### config.mk
export PLATFORM = sky130hd
export DESIGN_NAME = game_sequencer
export DESIGN_NICKNAME = d
export VERILOG_FILES = /design/src/rtl/game_pkg.sv /design/src/rtl/game_sequencer_tick_divider.sv /design/src/rtl/game_sequencer.sv
export SDC_FILE = /design/constraint.sdc
export NUM_CORES = 1
export LEC_CHECK = 0
export CAP_MARGIN = 20
export CELL_PAD_IN_SITES_DETAIL_PLACEMENT = 1
export CELL_PAD_IN_SITES_GLOBAL_PLACEMENT = 1
export CORE_ASPECT_RATIO = 0.5
export CORE_MARGIN = 2
export CORE_UTILIZATION = 45
export DETAILED_ROUTE_END_ITERATION = 10
export PLACE_DENSITY = 0.91
export SLEW_MARGIN = 20
export SYNTH_ARGS = -nofsm -noshare
export SYNTH_HDL_FRONTEND = slang
export SYNTH_SLANG_ARGS = --single-unit
### constraint.sdc
create_clock -name clk -period 11.2 [get_ports clk]
set_input_delay 1.12 -clock clk [delete_from_list [all_inputs] [get_ports clk]]
set_output_delay 1.12 -clock clk [all_outputs]
set_load 0.02 [all_outputs]
### src/rtl/game_pkg.sv
// Shared types and defaults for the monster-jump game controller.
package game_pkg;

  typedef enum logic [1:0] {StIdle, StRun, StOver} main_state_e;

  typedef enum logic [1:0] {PoseGround, PoseDuck, PoseAir, PoseLand} pose_e;

  typedef logic [3:0] bcd_digit_t;

  localparam int unsigned DefTickDiv   = 25_000_000;
  localparam int unsigned DefMinDiv    = 5_000_000;
  localparam int unsigned DefSpeedStep = 1_000_000;
  localparam int unsigned DefJumpTicks = 3;

  // Four-digit BCD increment with ripple carry; 9999 wraps to 0000.
  function automatic logic [15:0] bcd_inc(input logic [15:0] val);
    logic [15:0] res;
    bcd_digit_t  dig;
    logic        carry;
    res   = val;
    carry = 1'b1;
    for (int i = 0; i < 4; i++) begin
      dig = res[4*i +: 4];
      if (carry) begin
        if (dig == 4'd9) begin
          res[4*i +: 4] = 4'd0;
        end else begin
          res[4*i +: 4] = dig + 4'd1;
          carry         = 1'b0;
        end
      end
    end
    return res;
  endfunction

endpackage

### src/rtl/game_sequencer_tick_divider.sv
// Scroll-rate divider: counts 0..period-1 while enabled and flags the wrap cycle.
module tick_divider #(
  parameter int unsigned Width = 8
) (
  input  logic             clk,
  input  logic             rst,
  input  logic             en,
  input  logic             clr,
  input  logic [Width-1:0] period,
  output logic             tick
);

  logic [Width-1:0] cnt_q;

  // >= keeps the counter safe if the period shrinks under it.
  assign tick = en & ~clr & (cnt_q >= period - Width'(1));

  always_ff @(posedge clk) begin
    if (rst || clr || !en) begin
      cnt_q <= '0;
    end else if (tick) begin
      cnt_q <= '0;
    end else begin
      cnt_q <= cnt_q + Width'(1);
    end
  end

endmodule

### src/rtl/game_sequencer.sv
// Game controller: start/over FSM, jump/duck pose FSM, scroll divider and BCD score
// with speed-up every 100 points.
module game_sequencer
  import game_pkg::*;
#(
  parameter int unsigned TICK_DIV   = DefTickDiv,
  parameter int unsigned MIN_DIV    = DefMinDiv,
  parameter int unsigned SPEED_STEP = DefSpeedStep,
  parameter int unsigned JUMP_TICKS = DefJumpTicks
) (
  input  logic        clk,
  input  logic        rst,
  input  logic        btn_start,
  input  logic        btn_jump,
  input  logic        btn_duck,
  input  logic        col_in,
  output logic        up,
  output logic        down,
  output logic        scroll_tick,
  output logic        game_run,
  output logic        game_over,
  output logic [15:0] score
);

  localparam int unsigned PeriodW = $clog2(TICK_DIV + 1);
  localparam int unsigned StepSat = (SPEED_STEP > TICK_DIV) ? TICK_DIV : SPEED_STEP;
  localparam logic [PeriodW-1:0] TickDivP = PeriodW'(TICK_DIV);
  localparam logic [PeriodW-1:0] MinDivP  = PeriodW'(MIN_DIV);
  localparam logic [PeriodW-1:0] StepP    = PeriodW'(StepSat);
  localparam int unsigned AirW = $clog2(JUMP_TICKS + 1);
  localparam logic [AirW-1:0] AirLast = AirW'(JUMP_TICKS - 1);

  main_state_e main_q, main_d;
  pose_e pose_q, pose_d;
  logic [AirW-1:0] air_cnt_q, air_cnt_d;
  logic [PeriodW-1:0] period_q, period_d;
  logic [15:0] score_q, score_d;
  logic start_prev_q, start_edge_q, jump_prev_q, jump_edge_q;
  logic up_q, down_q, tick_q;
  logic run, due, enter_run;

  assign run = (main_q == StRun);

  tick_divider #(
    .Width (PeriodW)
  ) u_div (
    .clk    (clk),
    .rst    (rst),
    .en     (run),
    .clr    (col_in),
    .period (period_q),
    .tick   (due)
  );

  always_comb begin
    main_d    = main_q;
    enter_run = 1'b0;
    unique case (main_q)
      StIdle, StOver: begin
        if (start_edge_q) begin
          main_d    = StRun;
          enter_run = 1'b1;
        end
      end
      StRun:   if (col_in) main_d = StOver;
      default: main_d = StIdle;
    endcase
  end

  always_comb begin
    score_d  = score_q;
    period_d = period_q;
    if (enter_run) begin
      score_d  = '0;
      period_d = TickDivP;
    end else if (due) begin
      score_d = bcd_inc(score_q);
      if (score_q[7:0] == 8'h99) begin
        period_d = (period_q - MinDivP >= StepP) ? period_q - StepP : MinDivP;
      end
    end
  end

  // Pose advances on the registered tick, so airtime spans JUMP_TICKS visible pulses.
  always_comb begin
    pose_d    = pose_q;
    air_cnt_d = air_cnt_q;
    if (!run || col_in) begin
      pose_d    = PoseGround;
      air_cnt_d = '0;
    end else begin
      unique case (pose_q)
        PoseGround: begin
          if (jump_edge_q) begin
            pose_d    = PoseAir;
            air_cnt_d = '0;
          end else if (btn_duck) begin
            pose_d = PoseDuck;
          end
        end
        PoseDuck: begin
          if (jump_edge_q) begin
            pose_d    = PoseAir;
            air_cnt_d = '0;
          end else if (!btn_duck) begin
            pose_d = PoseGround;
          end
        end
        PoseAir: begin
          if (tick_q) begin
            if (air_cnt_q == AirLast) pose_d = PoseLand;
            else air_cnt_d = air_cnt_q + AirW'(1);
          end
        end
        PoseLand: if (tick_q) pose_d = PoseGround;
        default:  pose_d = PoseGround;
      endcase
    end
  end

  always_ff @(posedge clk) begin
    if (rst) begin
      main_q       <= StIdle;
      pose_q       <= PoseGround;
      air_cnt_q    <= '0;
      period_q     <= TickDivP;
      score_q      <= '0;
      start_prev_q <= 1'b0;
      start_edge_q <= 1'b0;
      jump_prev_q  <= 1'b0;
      jump_edge_q  <= 1'b0;
      up_q         <= 1'b0;
      down_q       <= 1'b0;
      tick_q       <= 1'b0;
    end else begin
      main_q       <= main_d;
      pose_q       <= pose_d;
      air_cnt_q    <= air_cnt_d;
      period_q     <= period_d;
      score_q      <= score_d;
      start_prev_q <= btn_start;
      start_edge_q <= btn_start & ~start_prev_q;
      jump_prev_q  <= btn_jump;
      jump_edge_q  <= btn_jump & ~jump_prev_q;
      up_q         <= (pose_d == PoseAir);
      down_q       <= (pose_d == PoseDuck);
      tick_q       <= due;
    end
  end

  assign up          = up_q;
  assign down        = down_q;
  assign scroll_tick = tick_q;
  assign game_run    = run;
  assign game_over   = (main_q == StOver);
  assign score       = score_q;

endmodule
==> results of run 1 <==
[cells in the final DEF, fill, tap and decap left out, types with 9 or more instances in the layout]
cell type and count:
dfxtp_1 73, nand4_1 11, o21ai_0 27, xor2_1 22, nand2_1 52, or3_1 14, inv_1 18, xnor2_1 26
a21oi_1 37, nor4_1 9, nor2_1 61, clkdlybuf4s50_1 26, clkbuf_16 9, and3_1 11, nor3_1 16, nand2b_1 12
ha_1 25, nand3_1 21, nor2b_1 10
[cell families after synthesis]
group / after synthesis / synth area share (%)
adder cells (fa/ha/maj): 25 / 6.77
AND/OR/NAND/NOR: 258 / 29.4
flip-flops: 73 / 31.6
buffers and inverters: 46 / 4.01
XOR/XNOR: 48 / 9.10
AO/OA/AOI/OAI: 127 / 18.4
multiplexers: 3 / 0.650
[critical path: cells and delay by family, from the launching register on]
family	cells	cell delay (ns)
AND/OR/NAND/NOR	11	3.69
adder cells (fa/ha/maj)	1	0.35
XOR/XNOR	1	0.18
flip-flops	1	0.50
AO/OA/AOI/OAI	2	0.64
[worst paths after layout]
kind	end	slack [ns]	depth (start not counted)
min reg2reg	start_edge_q	0.38	1
min	start_edge_q	0.38	1
max reg2reg	score[9]	5.75	15
max	score[9]	5.75	15
[state kept, by name, indices dropped and copies added, names as in the netlist]
name	count
u_div.cnt_q	25
period_q	19
score	16
air_cnt_q	2
main_q	2
pose_q	2
down	1
jump_edge_q	1
jump_prev_q	1
scroll_tick	1
start_edge_q	1
start_prev_q	1
up	1
[report_power, final]
| group | switching, mW | internal (mW) |
|---|---|---|
| logic | 0.00752 | 0.00452 |
| registers | 0.000839 | 0.261 |
| clock network | 0.116 | 0.202 |
[stage by stage]
stage               worst slack [ns]  hold slack [ns]
finish                          5.75            0.382
global route                    5.34            0.393
CTS                             5.67            0.385
detailed placement              5.76            0.377
global placement                6.14            0.371
floorplan                       6.85            0.367
[synthesized netlist by cell type, types with 3 or more instances]
cell type / n / area share (%)
o2111ai_1: 3 / 0.57
o211a_1: 3 / 0.65
nor3b_1: 5 / 0.81
nand2b_1: 12 / 1.6
xnor2_1: 26 / 4.9
buf_1: 4 / 0.32
clkbuf_1: 19 / 1.5
o31a_1: 4 / 0.76
nor2_1: 61 / 5.0
a31oi_1: 6 / 0.81
or4_1: 8 / 1.3
nand3b_1: 7 / 1.1
o31ai_1: 3 / 0.49
nand4_1: 11 / 1.5
nor4_1: 9 / 1.2
inv_1: 18 / 1.5
or3b_1: 3 / 0.57
a211oi_1: 4 / 0.65
nand2_1: 52 / 4.2
or3_1: 14 / 1.9
nand3_1: 21 / 2.3
nor3_1: 16 / 1.7
buf_2: 4 / 0.43
a21oi_1: 37 / 4.0
ha_1: 25 / 6.8
xor2_1: 22 / 4.2
nor2b_1: 10 / 1.4
dfxtp_1: 73 / 32
o21ai_0: 27 / 2.9
or2_2: 5 / 0.68
mux2i_1: 3 / 0.65
and3_1: 11 / 1.5
o211ai_1: 7 / 1.1
o21a_1: 7 / 1.1
[final cells by class]
class	instances	area, sq um
inverters	18	67.6
fillers	1231	4800
repair buffers	28	279
well taps	140	175
clock buffers	12	246
flip-flops and latches	73	1460
multi-input cells	461	2980
clock inverters	4	76.3
[layer usage]
layer | wire length, microns | track usage, % | vias to the layer above | part of all wire (%)
met1 | 6070 | 30.9 | 2149 | 44
li1 | - | - | 2119 | -
met2 | 6770 | 45.6 | 124 | 49
met4 | 266 | 10.5 | 0 | 1.9
met3 | 759 | 6.05 | 26 | 5.5
met5 | 0 | 0 | - | 0
==> key figures, run 1 <==
Job
  • MaxCap Viol Count: 0

Setup path
  • Setup crit start: period_q[10]
  • Critical Path Source Type: flop
  • CP most frequent cell: nor3_1
  • Crit path required time: ~11 ns
  • Crit Path Max Fanout: 18
  • Reg-to-Reg Start: period_q[10]
  • Worst path arrival time: ~5.7 ns
  • Crit path largest cell delay: between 0.6 and 0.7 ns
  • Cell Chain, Critical Path: nor4_1, nand2_1, nor3_1, nand2_1, nor3_1, nand3_1, xor2_1, ha_1, nand4_1, nor3_1, nand4bb_1, nand3_1, o2111ai_1, or4_1, a21oi_1
  • Critical setup path kind: reg -> reg
  • Max stage delay cell, worst path: or4_1
  • Setup crit end kind: flop

Yosys
  • Ys async rst share: 0%
  • Register bit total from synthesis: 73
  • Post-synth top flop: dfxtp_1
  • Cells after Synth: 580
  • Mapped Avg Cell Area: 7.97 sq um
  • Number of flops mapped to enable cells by yosys: 0
  • Synth cell types: between 60 and 70
  • Syn Nets: 611
  • Sequential element share of the synthesized area: 31.6%
  • Yosys synthesis warning count: 0
  • Post-synthesis cell area: 0.00462 sq mm

Hold path
  • HP Class: reg -> reg
  • Hold Startpoint: start_prev_q

Placed design
  • Dpl cell area: roughly 0.0050 sq mm
  • PortBufs: 26
  • Routability Congestion: ~0.89
  • Placed Cells: approximately 720
  • DP HPWL: roughly 9500 microns

Global routing
  • Largest net degree at the start of global routing: 28
  • Number of global-route vias before repair: roughly 4400
  • GRT Residual Overflow: 0
  • Initial antenna violation count: 0
  • GRT Total Usage: 25.6%
  • First-pass GRT wire length: ~22000 microns

Route
  • Vias: roughly 4400
  • Detailed Routing Iterations Pass 1: 5
  • DRT iter0 DRCs: 220
  • Final ANT Viol Nets: 0
  • Routed WL per cell: 18.8 microns
  • WL final: between 10000 and 15000 microns
  • Vias/cell: approximately 6.0
  • Drt drc: 0

Finish
  • Syn-to-layout area delta: 14.3%
  • Finished Layout Cells: 736
  • Final core occ: 52.4%
  • Layout cells sized above 1: about 5%
  • Fin area: roughly 0.0053 sq mm
  • Total Nets Final: a little over 600
  • Number of diodes: 0

Clock tree
  • # hold bufs at CTS: 0
  • Post-CTS Resized: 0
  • CTS tree: built
  • Reg clk slew, reported paths: 0.06 ns
  • H-tree lvl count: 3
  • Clock sink total: 73
  • Setup bufs post-CTS: 0
  • CTS Root Cell: clkbuf_16
  • Clk Latency, worst-skew pair: about 0.35 ns
  • Max clock buf depth: 2
  • CTS Buf Count: 9

Timing
  • Final hold vios: 0
  • RSZ-0062 raised after global routing: no
  • Clk_skew: around 0.0076 ns
  • Worst-Margin Slew: 0.880 ns
  • Crit path time final: 5.45 ns
  • Slew Limit Headroom: between 40% and 50%
  • Final setup fails: 0
  • Setup TNS: 0 ns
  • Max Fclk: about 180 MHz
  • Final period utilization: about half
  • Slew Limit Fails: 0

Power
  • Leakage power: about 1.8 nW
  • PD cells: around 110 mW/mm^2
  • Power consumption: ~600 uW
  • Peak VDD IR: a little under 0.07 mV

Status
  • Result of the run: finished, final reports clean

Die
  • Initial Util: 45.8%
  • Rows: 26
  • Core Box Area: roughly 0.010 sq mm
  • I/O pins: 27
  • Die H: around 76 microns
  • DIE WIDTH: between 100 and 150 microns
  • DIE AREA: between 0.01 and 0.015 sq mm
Power figures use the tool's default switching activity.
==> run 2: changes to the inputs <==
==> constraint.sdc (replaced) <==
create_clock -name clk -period 5.7 [get_ports clk]
set_input_delay 0.57 -clock clk [delete_from_list [all_inputs] [get_ports clk]]
set_output_delay 0.57 -clock clk [all_outputs]
set_load 0.02 [all_outputs]
==> key figures, run 2 (synthesis gave the netlist of run 1 again) <==
Route
  • WL final: 14500 microns (+4.3%)
  • Vias/cell: 6.11 (+1.8%)
  • Vias: 4502 (+1.9%)
  • Routed WL per cell: 19.6 microns (+4.1%)
  • Final ANT Viol Nets: 0 (unchanged)
  • Detailed Routing Iterations Pass 1: 4 (-1)
  • Drt drc: 0 (unchanged)
  • DRT iter0 DRCs: 363 (+65%)

Finish
  • Most frequent cells in the layout: dfxtp_1 (73), nor2_1 (61), nand2_1 (52)
  • Max reg flops: 25 (unchanged)
  • Number of diodes: 0 (unchanged)
  • Layout cells sized above 1: 5.70% (+0.66 points)
  • Syn-to-layout area delta: 14.1%
  • Fin area: 0.00527 sq mm (-0.21%)
  • Most common cell after layout, fill and taps aside: dfxtp_1
  • Largest reg by FF count: u_div.cnt_q
  • Total Nets Final: 623 (+0.16%)

Die
  • DIE WIDTH: 147 microns (unchanged)
  • Die H: 75.7 microns (unchanged)
  • DIE AREA: 0.0111 sq mm (unchanged)
  • Rows: 26 (unchanged)
  • Initial Util: 45.8% (unchanged)
  • Core Box Area: 0.0101 sq mm (unchanged)
  • I/O pins: 27 (unchanged)

Timing
  • Slew Limit Headroom: 41.3% (about the same)
  • Max Fclk: 191 MHz (+3.9%)
  • RSZ-0062 raised after global routing: no
  • Slew Limit Fails: 0 (unchanged)
  • Final hold vios: 0 (unchanged)
  • Hold slack: 0.394 ns (+0.0123 ns)
  • Crit path time final: 5.25 ns (-0.203 ns)
  • Final period utilization: 92.0% (+43 points)
  • Setup TNS: 0 ns (unchanged)
  • Final setup fails: 0 (unchanged)
  • Final WS setup: 0.454 ns (-5.30 ns)
  • Worst-Margin Slew: 0.880 ns (+0.000393 ns)
  • Clk_skew: 0.00937 ns (+0.00180 ns)

Setup path
  • Critical Path Source Type: flop
  • CP most frequent cell: nor3_1
  • Reg-to-Reg Start: period_q[8]
  • WP buf/inv: 1 (+1)
  • Crit Path Max Fanout: 19 (+1)
  • CP top delay family: simple AND/OR/NAND/NOR gates
  • Setup crit start: period_q[8]
  • FF-to-FF path depth: 16 (+1)
  • Cell Chain, Critical Path: nor4_2, nand2_1, nor3_1, nand2_1, nor3_1, nand3_1, xor2_1, ha_1, nand4_1, nor3_1, nand4bb_1, nand3_1, o21ai_2, buf_4, o31a_1, or3_1
  • Crit path required time: 5.92 ns (-5.55 ns)
  • Crit path largest cell delay: 0.50 ns (-0.12 ns)
  • Worst path arrival time: 5.47 ns (-0.25 ns)
  • Max stage delay cell, worst path: nor4_2
  • CP Depth: 16 (+1)
  • Setup crit end kind: flop
  • Critical setup path kind: reg -> reg

Clock tree
  • Setup bufs post-CTS: 0 (unchanged)
  • CTS Root Cell: clkbuf_16
  • Clk Latency, worst-skew pair: 0.35 ns (about the same)
  • Max clock buf depth: 2 (unchanged)
  • CTS tree: built
  • CTS Buf Count: 9 (unchanged)
  • Reg clk slew, reported paths: 0.06 ns (about the same)
  • H-tree lvl count: 3 (unchanged)
  • Clock sink total: 73 (unchanged)

Power
  • Peak VDD IR: 0.138 mV (+100%)
  • PD cells: 213 mW/mm^2 (+90%)
  • Leakage power: 1.78 nW (-0.32%)

Placed design
  • Routability Congestion: 0.880 (-0.67%)
  • Dpl cell area: 0.00497 sq mm (+0.30%)
  • Post-place setup slack: 0.526 ns (-5.23 ns)
  • PortBufs: 26 (unchanged)
  • DP HPWL: 10000 microns (+5.9%)

Job
  • MaxCap Viol Count: 0 (unchanged)

Global routing
  • GRT Total Usage: 26.3% (+0.66 points)
  • GRT Residual Overflow: 0 (unchanged)
  • Number of global-route vias before repair: 4540 (+3.7%)
  • Largest net degree at the start of global routing: 25 (-11%)
  • First-pass GRT wire length: 23100 microns (+3.4%)
  • Initial antenna violation count: 0 (unchanged)

Hold path
  • Hold Startpoint: start_prev_q
  • HP Class: reg -> reg
  • Hold Crit Depth: 1 (unchanged)

Status
  • Result of the run: finished, final reports clean
==> run 2: stage by stage <==
step,cells,util (%),power [mW]
after floorplan,580,-,0.539
after global placement,721,49.2,0.548
after detailed placement,721,49.2,0.549
after CTS,737,52.2,1.13
after global routing,737,52.3,1.15
final,737,52.3,1.12
==> run 2: area by class of cell <==
cell class / instances / area, sq um
clock inverters: 7 / 76.3
inverters: 18 / 67.6
repair buffers: 29 / 283
multi-input cells: 461 / 2990
fillers: 1233 / 4810
clock buffers: 9 / 225
well taps: 140 / 175
flip-flops and latches: 73 / 1460
==> run 2: power by group <==
group          internal [mW]  switching [mW]  leakage (nW)  total (mW)
clock network          0.342           0.242         0.142       0.584
logic                0.00888          0.0149          1.04      0.0238
registers              0.512         0.00175         0.589       0.514
==> run 2: timing repair <==
action / in CTS / in global routing
hold buffers: 0 / 0
endpoints found under the setup margin: 0 / 18
resized for setup: 0 / 1
==> run 2: layer usage <==
metal	routed length (microns)	vias up	global-route usage, %
met4	357	0	10.1
li1	-	2130	-
met1	6320	2199	30.8
met5	0	-	0
met3	720	40	5.69
met2	7060	133	48.8
==> run 2: worst paths after layout <==
check	endpoint	slack [ns]
setup / recovery	period_q[22]	0.45
hold / removal	start_edge_q	0.39
setup reg to reg	period_q[22]	0.45
hold reg to reg	start_edge_q	0.39
